`config.mk`:
```
export PLATFORM = sky130hd
export DESIGN_NAME = serial_magnitude_comparator
export DESIGN_NICKNAME = d
export VERILOG_FILES = /design/src/rtl/serial_cmp_pkg.sv /design/src/rtl/serial_cmp_bit_cell.sv /design/src/rtl/serial_magnitude_comparator.sv
export SDC_FILE = /design/constraint.sdc
export NUM_CORES = 1
export LEC_CHECK = 0
export CORE_MARGIN = 3
export CORE_UTILIZATION = 50
export DETAILED_ROUTE_END_ITERATION = 10
export PLACE_DENSITY = 0.84
export SLEW_MARGIN = 20
export SYNTH_ARGS = -nofsm -noshare
export SYNTH_HDL_FRONTEND = slang
export SYNTH_HIERARCHICAL = 1
export SYNTH_SLANG_ARGS = --single-unit
```
`constraint.sdc`:
```
create_clock -name clk -period 1.8 [get_ports clk]
set_clock_uncertainty 0.2 [all_clocks]
set_input_delay 0.36 -clock clk [delete_from_list [all_inputs] [get_ports clk]]
set_output_delay 0.36 -clock clk [all_outputs]
set_load 0.05 [all_outputs]
```
`src/rtl/serial_cmp_pkg.sv`:
```
// Shared types for the bit-serial magnitude comparator: FSM state encoding,
// the g/e/l result bundle and the bit-counter width helper.
package serial_cmp_pkg;

  typedef enum logic [1:0] {
    IDLE  = 2'd0,
    SHIFT = 2'd1,
    DONE  = 2'd2
  } state_t;

  typedef struct packed {
    logic g;
    logic e;
    logic l;
  } result_t;

  // Counter only has to hold WIDTH-1, so $clog2(WIDTH) bits suffice (min 1).
  function automatic int cnt_width(input int width);
    return (width <= 2) ? 1 : $clog2(width);
  endfunction

endpackage

```
`src/rtl/serial_cmp_bit_cell.sv`:
```
// Single-bit MSB-first comparison step: latches the first differing bit
// and reports which operand is larger at that bit.
module serial_cmp_bit_cell (
  input  logic a_bit,
  input  logic b_bit,
  input  logic decided,
  output logic decided_next,
  output logic gt_next,
  output logic lt_next
);

  assign decided_next = decided | (a_bit ^ b_bit);
  assign gt_next      = a_bit;
  assign lt_next      = ~a_bit;

endmodule

```
`src/rtl/serial_magnitude_comparator.sv`:
```
// Bit-serial MSB-first unsigned comparator with g/e/l cascade and
// valid/ready handshakes. Optional early exit: SERIAL_CMP_EARLY_EXIT_EN.
module serial_magnitude_comparator
  import serial_cmp_pkg::*;
#(
  parameter int WIDTH = 8
) (
  input  logic             clk,
  input  logic             rst_n,
  input  logic             in_valid,
  output logic             in_ready,
  input  logic [WIDTH-1:0] a,
  input  logic [WIDTH-1:0] b,
  input  logic             g_in,
  input  logic             e_in,
  input  logic             l_in,
  output logic             out_valid,
  input  logic             out_ready,
  output logic             g_out,
  output logic             e_out,
  output logic             l_out
);

  localparam int CW = cnt_width(WIDTH);

  state_t           state;
  state_t           state_nxt;
  logic [WIDTH-1:0] sh_a;
  logic [WIDTH-1:0] sh_b;
  logic [CW-1:0]    cnt;
  logic             decided;
  logic             gt;
  logic             lt;
  result_t          cas;
  result_t          res;

  logic dec_cell;
  logic gt_cell;
  logic lt_cell;
  logic take;
  logic last_bit;
  logic go_done;
  logic gt_final;
  logic lt_final;

  serial_cmp_bit_cell u_cell (
    .a_bit        (sh_a[WIDTH-1]),
    .b_bit        (sh_b[WIDTH-1]),
    .decided      (decided),
    .decided_next (dec_cell),
    .gt_next      (gt_cell),
    .lt_next      (lt_cell)
  );

  assign take     = dec_cell & ~decided;
  assign last_bit = (cnt == '0);
  assign gt_final = take ? gt_cell : gt;
  assign lt_final = take ? lt_cell : lt;

`ifdef SERIAL_CMP_EARLY_EXIT_EN
  assign go_done = last_bit | take;
`else
  assign go_done = last_bit;
`endif

  // State register
  always_ff @(posedge clk or negedge rst_n) begin
    if (!rst_n) state <= IDLE;
    else        state <= state_nxt;
  end

  // Next-state logic
  always_comb begin
    state_nxt = state;
    case (state)
      IDLE:    if (in_valid)  state_nxt = SHIFT;
      SHIFT:   if (go_done)   state_nxt = DONE;
      DONE:    if (out_ready) state_nxt = IDLE;
      default:                state_nxt = IDLE;
    endcase
  end

  // Handshake outputs
  always_comb begin
    in_ready  = (state == IDLE);
    out_valid = (state == DONE);
  end

  // Shift registers, counter, decision and result registers
  always_ff @(posedge clk or negedge rst_n) begin
    if (!rst_n) begin
      sh_a    <= '0;
      sh_b    <= '0;
      cnt     <= '0;
      decided <= 1'b0;
      gt      <= 1'b0;
      lt      <= 1'b0;
      cas     <= '0;
      res     <= '0;
    end else begin
      case (state)
        IDLE: begin
          if (in_valid) begin
            sh_a    <= a;
            sh_b    <= b;
            cnt     <= CW'(WIDTH - 1);
            decided <= 1'b0;
            cas     <= '{g: g_in, e: e_in, l: l_in};
          end
        end
        SHIFT: begin
          if (take) begin
            decided <= 1'b1;
            gt      <= gt_cell;
            lt      <= lt_cell;
          end
          sh_a <= sh_a << 1;
          sh_b <= sh_b << 1;
          if (!last_bit) cnt <= cnt - CW'(1);
          // Cascade passes through untouched when the operands are equal.
          if (go_done) begin
            if (dec_cell) res <= '{g: gt_final, e: 1'b0, l: lt_final};
            else          res <= cas;
          end
        end
        default: ;
      endcase
    end
  end

  assign g_out = res.g;
  assign e_out = res.e;
  assign l_out = res.l;

endmodule

```
Word level (Yosys, flattened, before mapping)
Index checks and enable logic that the tools add are counted.
- bits in latches: 0
- bits of input ports: 23
- flip-flop bits (word level): 30
- ROM bits: 0
- memory bits (writable): 0
- output and inout bits: 5
- memories: 0
- bitwise operators: 5
- multiply operators: 0
- multiplexer cells: 17
- $lt $le $gt $ge: 0
- $add $sub $neg: 1
- eq/ne operators: 7
- shifts and indexed selects: 0
- reduce and logical (&&, ||, !) cells: 9
- div/mod/pow operators: 0
- operator list (cell ; count):
    8-bit one-hot mux with 2 select lines ; 2
    8-bit two-way mux ; 2
    3-bit two-way mux ; 3
    3-bit AND reduction ; 3
    2-bit inequality test (second input constant) ; 4
    2-bit two-way mux ; 3
    2-bit one-hot mux with 3 select lines ; 1
    3-bit one-hot mux with 2 select lines ; 1
    2-bit AND reduction ; 3
    1-bit two-way mux ; 4
    3-bit zero test ; 1
    3-bit by 1-bit subtractor with 3-bit output (second input constant) ; 1
    2-bit by 1-bit == test with 1-bit output (second input constant) ; 1
    2-bit == test (second input constant) ; 1
    2-bit zero test ; 1
    2-bit by 1-bit inequality test with 1-bit output (second input constant) ; 1
    1-bit NOT ; 2
    1-bit one-hot mux with 2 select lines ; 1
    2-bit nonzero test ; 1
    1-bit bitwise AND ; 1
    1-bit bitwise OR ; 1
    1-bit bitwise XOR ; 1

Longest topological paths before layout
- depth in word-level cells: 5
- mapped depth: 5

Modules after synthesis
The synthesis kept the hierarchy.
- by module, submodules not included (module ; times used ; sequential area each (sq um) ; cells an instance ; area an instance (sq um)):
    serial_magnitude_comparator ; 1 ; 750.7 ; 124 ; 1350.0
    serial_cmp_bit_cell ; 1 ; 0.0 ; 4 ; 26.3

Least setup slack after synthesis
Ideal clock, no wire load.
- kind: register to register
- start point: register sh_a[7]
- end point: register gt
- arrival: 1.345 ns
- clock period less this slack: 1.670 ns
- path buffers: 0
- cell stages (with the launch flop): 5
- path slack: 0.130 ns
- setup time: 0.125 ns
- required time: 1.475 ns
- cell sequence: dfrtp_1 > xnor2_1 > nand2b_1 > nor3b_1 > mux2_2
- word-level cells in the longest chain between the ends: 4
- RTL lines (element ; RTL line ; RTL):
    start, declared ; serial_magnitude_comparator.sv:28 ; logic [WIDTH-1:0] sh_a;
    start signal, assigned ; serial_magnitude_comparator.sv:117 ; sh_a <= sh_a << 1;
    1-bit bitwise XOR ; serial_cmp_bit_cell.sv:12 ; assign decided_next = decided | (a_bit ^ b_bit);
    1-bit bitwise OR ; serial_cmp_bit_cell.sv:12 ;
    named net dec_cell ; serial_magnitude_comparator.sv:37 ; logic dec_cell;
    1-bit bitwise AND ; serial_magnitude_comparator.sv:55 ; assign take = dec_cell & ~decided;
    1-bit two-way mux ; serial_magnitude_comparator.sv:112 ; if (take) begin
    end signal, assigned ; serial_magnitude_comparator.sv:114 ; gt <= gt_cell;
    end, declared ; serial_magnitude_comparator.sv:32 ; logic gt;
The timed path passes the listed nets, and every way through them passes these cells.
A chain may end at the register's enable or synchronous reset.

Final worst setup path
- start point: register state[0]
- end point: output port out_valid
- word-level cells in the longest chain between the ends: 1
- RTL lines (element ; RTL line ; RTL):
    start, declared ; serial_magnitude_comparator.sv:26 ; state_t state;
    start signal, assigned ; serial_magnitude_comparator.sv:69 ; else state <= state_nxt;
    2-bit == test ; serial_magnitude_comparator.sv:86 ; out_valid = (state == DONE);
    end, declared ; serial_magnitude_comparator.sv:17 ; output logic out_valid,
Every way passes these cells.

==> reports/metrics.yaml <==
cts_buffers: 5
routabilityCongestion: 0.741
initial_core_util_pct: 54.1
power.leakage_nw: 0.845
diodes: 0
required_ps: 1240
fp.dieArea_mm2: 0.00342
htree_levels: 2
period_share_pct: 97.3
cts_tree: "yes"
antenna_found_initial: 0
crit_path_start_kind: "register"
rrSetupSlack_ps: 120
ys.flop_type: "dfrtp_1"
final_hold_viol_count: 0
clock_latency_ps: 340
fmax_mhz: 571
die_y_um: 58.5
cp_max_fo: 4
postSynthAreaPerCell_um2: 10.8
postSynthCellCount: 128
power_mw: 3.25
ios: 28
synth_edf_count: 0
place_hpwl_mm: 1.86
worstMarginPinSlew_ps: 378
vias: 1032
async_flop_share_pct: 100
cts.sinks: 30
hp-class: "primary input to async pin"
synth_cell_types: 29
dieWidth_um: 58.5
status: "complete, no violations"
nets: 186
root_buffer: "clkbuf_4"
most-common-layout-cells: "dfrtp_1, clkdlybuf4s50_1, inv_1, o22ai_1, a21oi_2"
dr.pass1.iters: 4
port_buffers: 27
final_layout_size_suffix_gt1_share_pct: 24.7
ant_nets: 0
crit_type: "register to output port"
seq_area_frac_synth_pct: 54.5
vias_per_cell: 5.38
gr-usage-all-layers_pct: 16.9
clkTransAtPathRegs_ps: 100
drv_cap: 0
maxSlewViolCount: 0
drc_errors: 0
overflow: 0
wl_per_cell_um: 13.7
design.core.area_mm2: 0.00254
crit_arrival_ps: 1190
peakVddDrop_mv: 1.34
drt-total-wl_mm: 2.63
ys_warn_count: 6
setup_viol_count_final: 0
core.rowCount: 18
ys_ff_latch: 30
post-route-min-period_ps: 1750
grt_pass1_wl_mm: 4.28
syn_area_mm2: 0.00138
worst_r2r_startpoint: "state[1]"
grt_max_degree: 31
worstSetupEndpointType: "output port"
drt_iter0_markers: 28
cts_buffer_depth: 2
syn_nets: 153
areaGrowthSynthToFinish_pct: 32.2
slew_headroom_pct: 74.8
hold-worst-slack_ps: 211
worstReg2RegEnd: "sh_b[2]"
ff2ff_path_depth: 4
power.density_mw_per_mm2: 1790
mostFrequentLayoutCell: "dfrtp_1"
grt_pass1_vias: 1012
==> cells in the mapped netlist (2+ instances only) <==
master / n / share of area, %
buf_2: 3 / 1.1
clkbuf_1: 2 / 0.55
nor2_1: 4 / 1.1
a21oi_1: 4 / 1.5
dfrtp_1: 30 / 55
a21oi_2: 10 / 6.4
mux2_2: 5 / 4.1
o22ai_1: 14 / 6.4
ha_1: 2 / 1.8
a21o_1: 3 / 1.6
a211oi_1: 2 / 1.1
o21ai_0: 6 / 2.2
nand3_1: 3 / 1.1
mux2i_1: 2 / 1.5
nand2b_1: 4 / 1.8
inv_1: 21 / 5.7
==> critical path, stage by stage, from the launching register on <==
cell and delay, ps:
dfrtp_1 400, buf_6 130, nand2b_4 130, inv_2 60
buf_12 130
==> sequential cells by signal, summed over array words and instances (netlist names), 2 cells and up <==
name   flops
sh_b       8
cnt        3
state      2
cas        3
sh_a       8
==> worst max path at each step <==
stage	end	from	slack, ps	cells after the start
6_report	out_valid	state[0]	50	4
5_1_grt	out_valid	state[0]	-0.6	4
4_1_cts	in_ready	state[0]	0.8	3
3_5_place_dp	sh_a[4]	in_valid	-270	5
3_3_place_gp	sh_a[2]	in_valid	-260	5
2_1_floorplan	gt	sh_a[7]	130	4
==> per-layer routing <==
layer	up-vias	GRT usage (%)	part of all wire (%)
met1	497	20.1	43
li1	499	-	-
met3	4	6.80	7.0
met2	32	27.3	48
met4	0	6.95	1.6
met5	-	0	0
==> what timing repair did <==
| action | in CTS | in global routing |
|---|---|---|
| setup buffers | 0 | 1 |
| setup endpoints to repair | 1 | 14 |
| resized for setup | 2 | 5 |
| hold endpoints to repair | 0 | 0 |
| cloned | 0 | 0 |
| hold buffers | 0 | 0 |
==> kinds of logic (layout without fill, tap and decap cells) <==
logic type	after synthesis	after routing	synth area share (%)
buf+inv	28	62	8.73
compound gates	41	41	20.5
xor+xnor	1	1	0.636
flops	30	30	54.5
fa+ha+maj	2	2	1.82
mux	7	7	5.55
simple gates	19	19	8.27
==> power by group <==
group / internal (mW) / total (mW) / switching, mW / leakage [nW]
registers: 1.00 / 1.22 / 0.215 / 0.357
logic: 0.791 / 1.61 / 0.820 / 0.452
clock network: 0.189 / 0.423 / 0.234 / 0.0353
==> area by class of cell <==
| type | count | area (µm²) |
|---|---|---|
| sequential | 30 | 751 |
| timing repair buffer | 33 | 369 |
| multi-input combinational | 70 | 523 |
| tap | 30 | 37.5 |
| fill | 186 | 726 |
| clock buffer | 7 | 55.1 |
| clock inverter | 1 | 5.00 |
| inverter | 21 | 78.8 |
==> through the flow <==
stage | instances | utilization [%] | setup TNS, ps | area, µm² | setup slack (ps)
6_report | 192 | 71.5 | 0 | 1820 | 48.0
5_1_grt | 192 | 71.5 | -0.581 | 1820 | -0.581
2_1_floorplan | 128 | - | 0 | 1380 | 130
4_1_cts | 191 | 70.6 | 0 | 1800 | 0.758
3_3_place_gp | 183 | 68.0 | -4680 | 1730 | -260
3_5_place_dp | 183 | 68.0 | -4880 | 1730 | -272
Power figures use the tool's default switching activity.
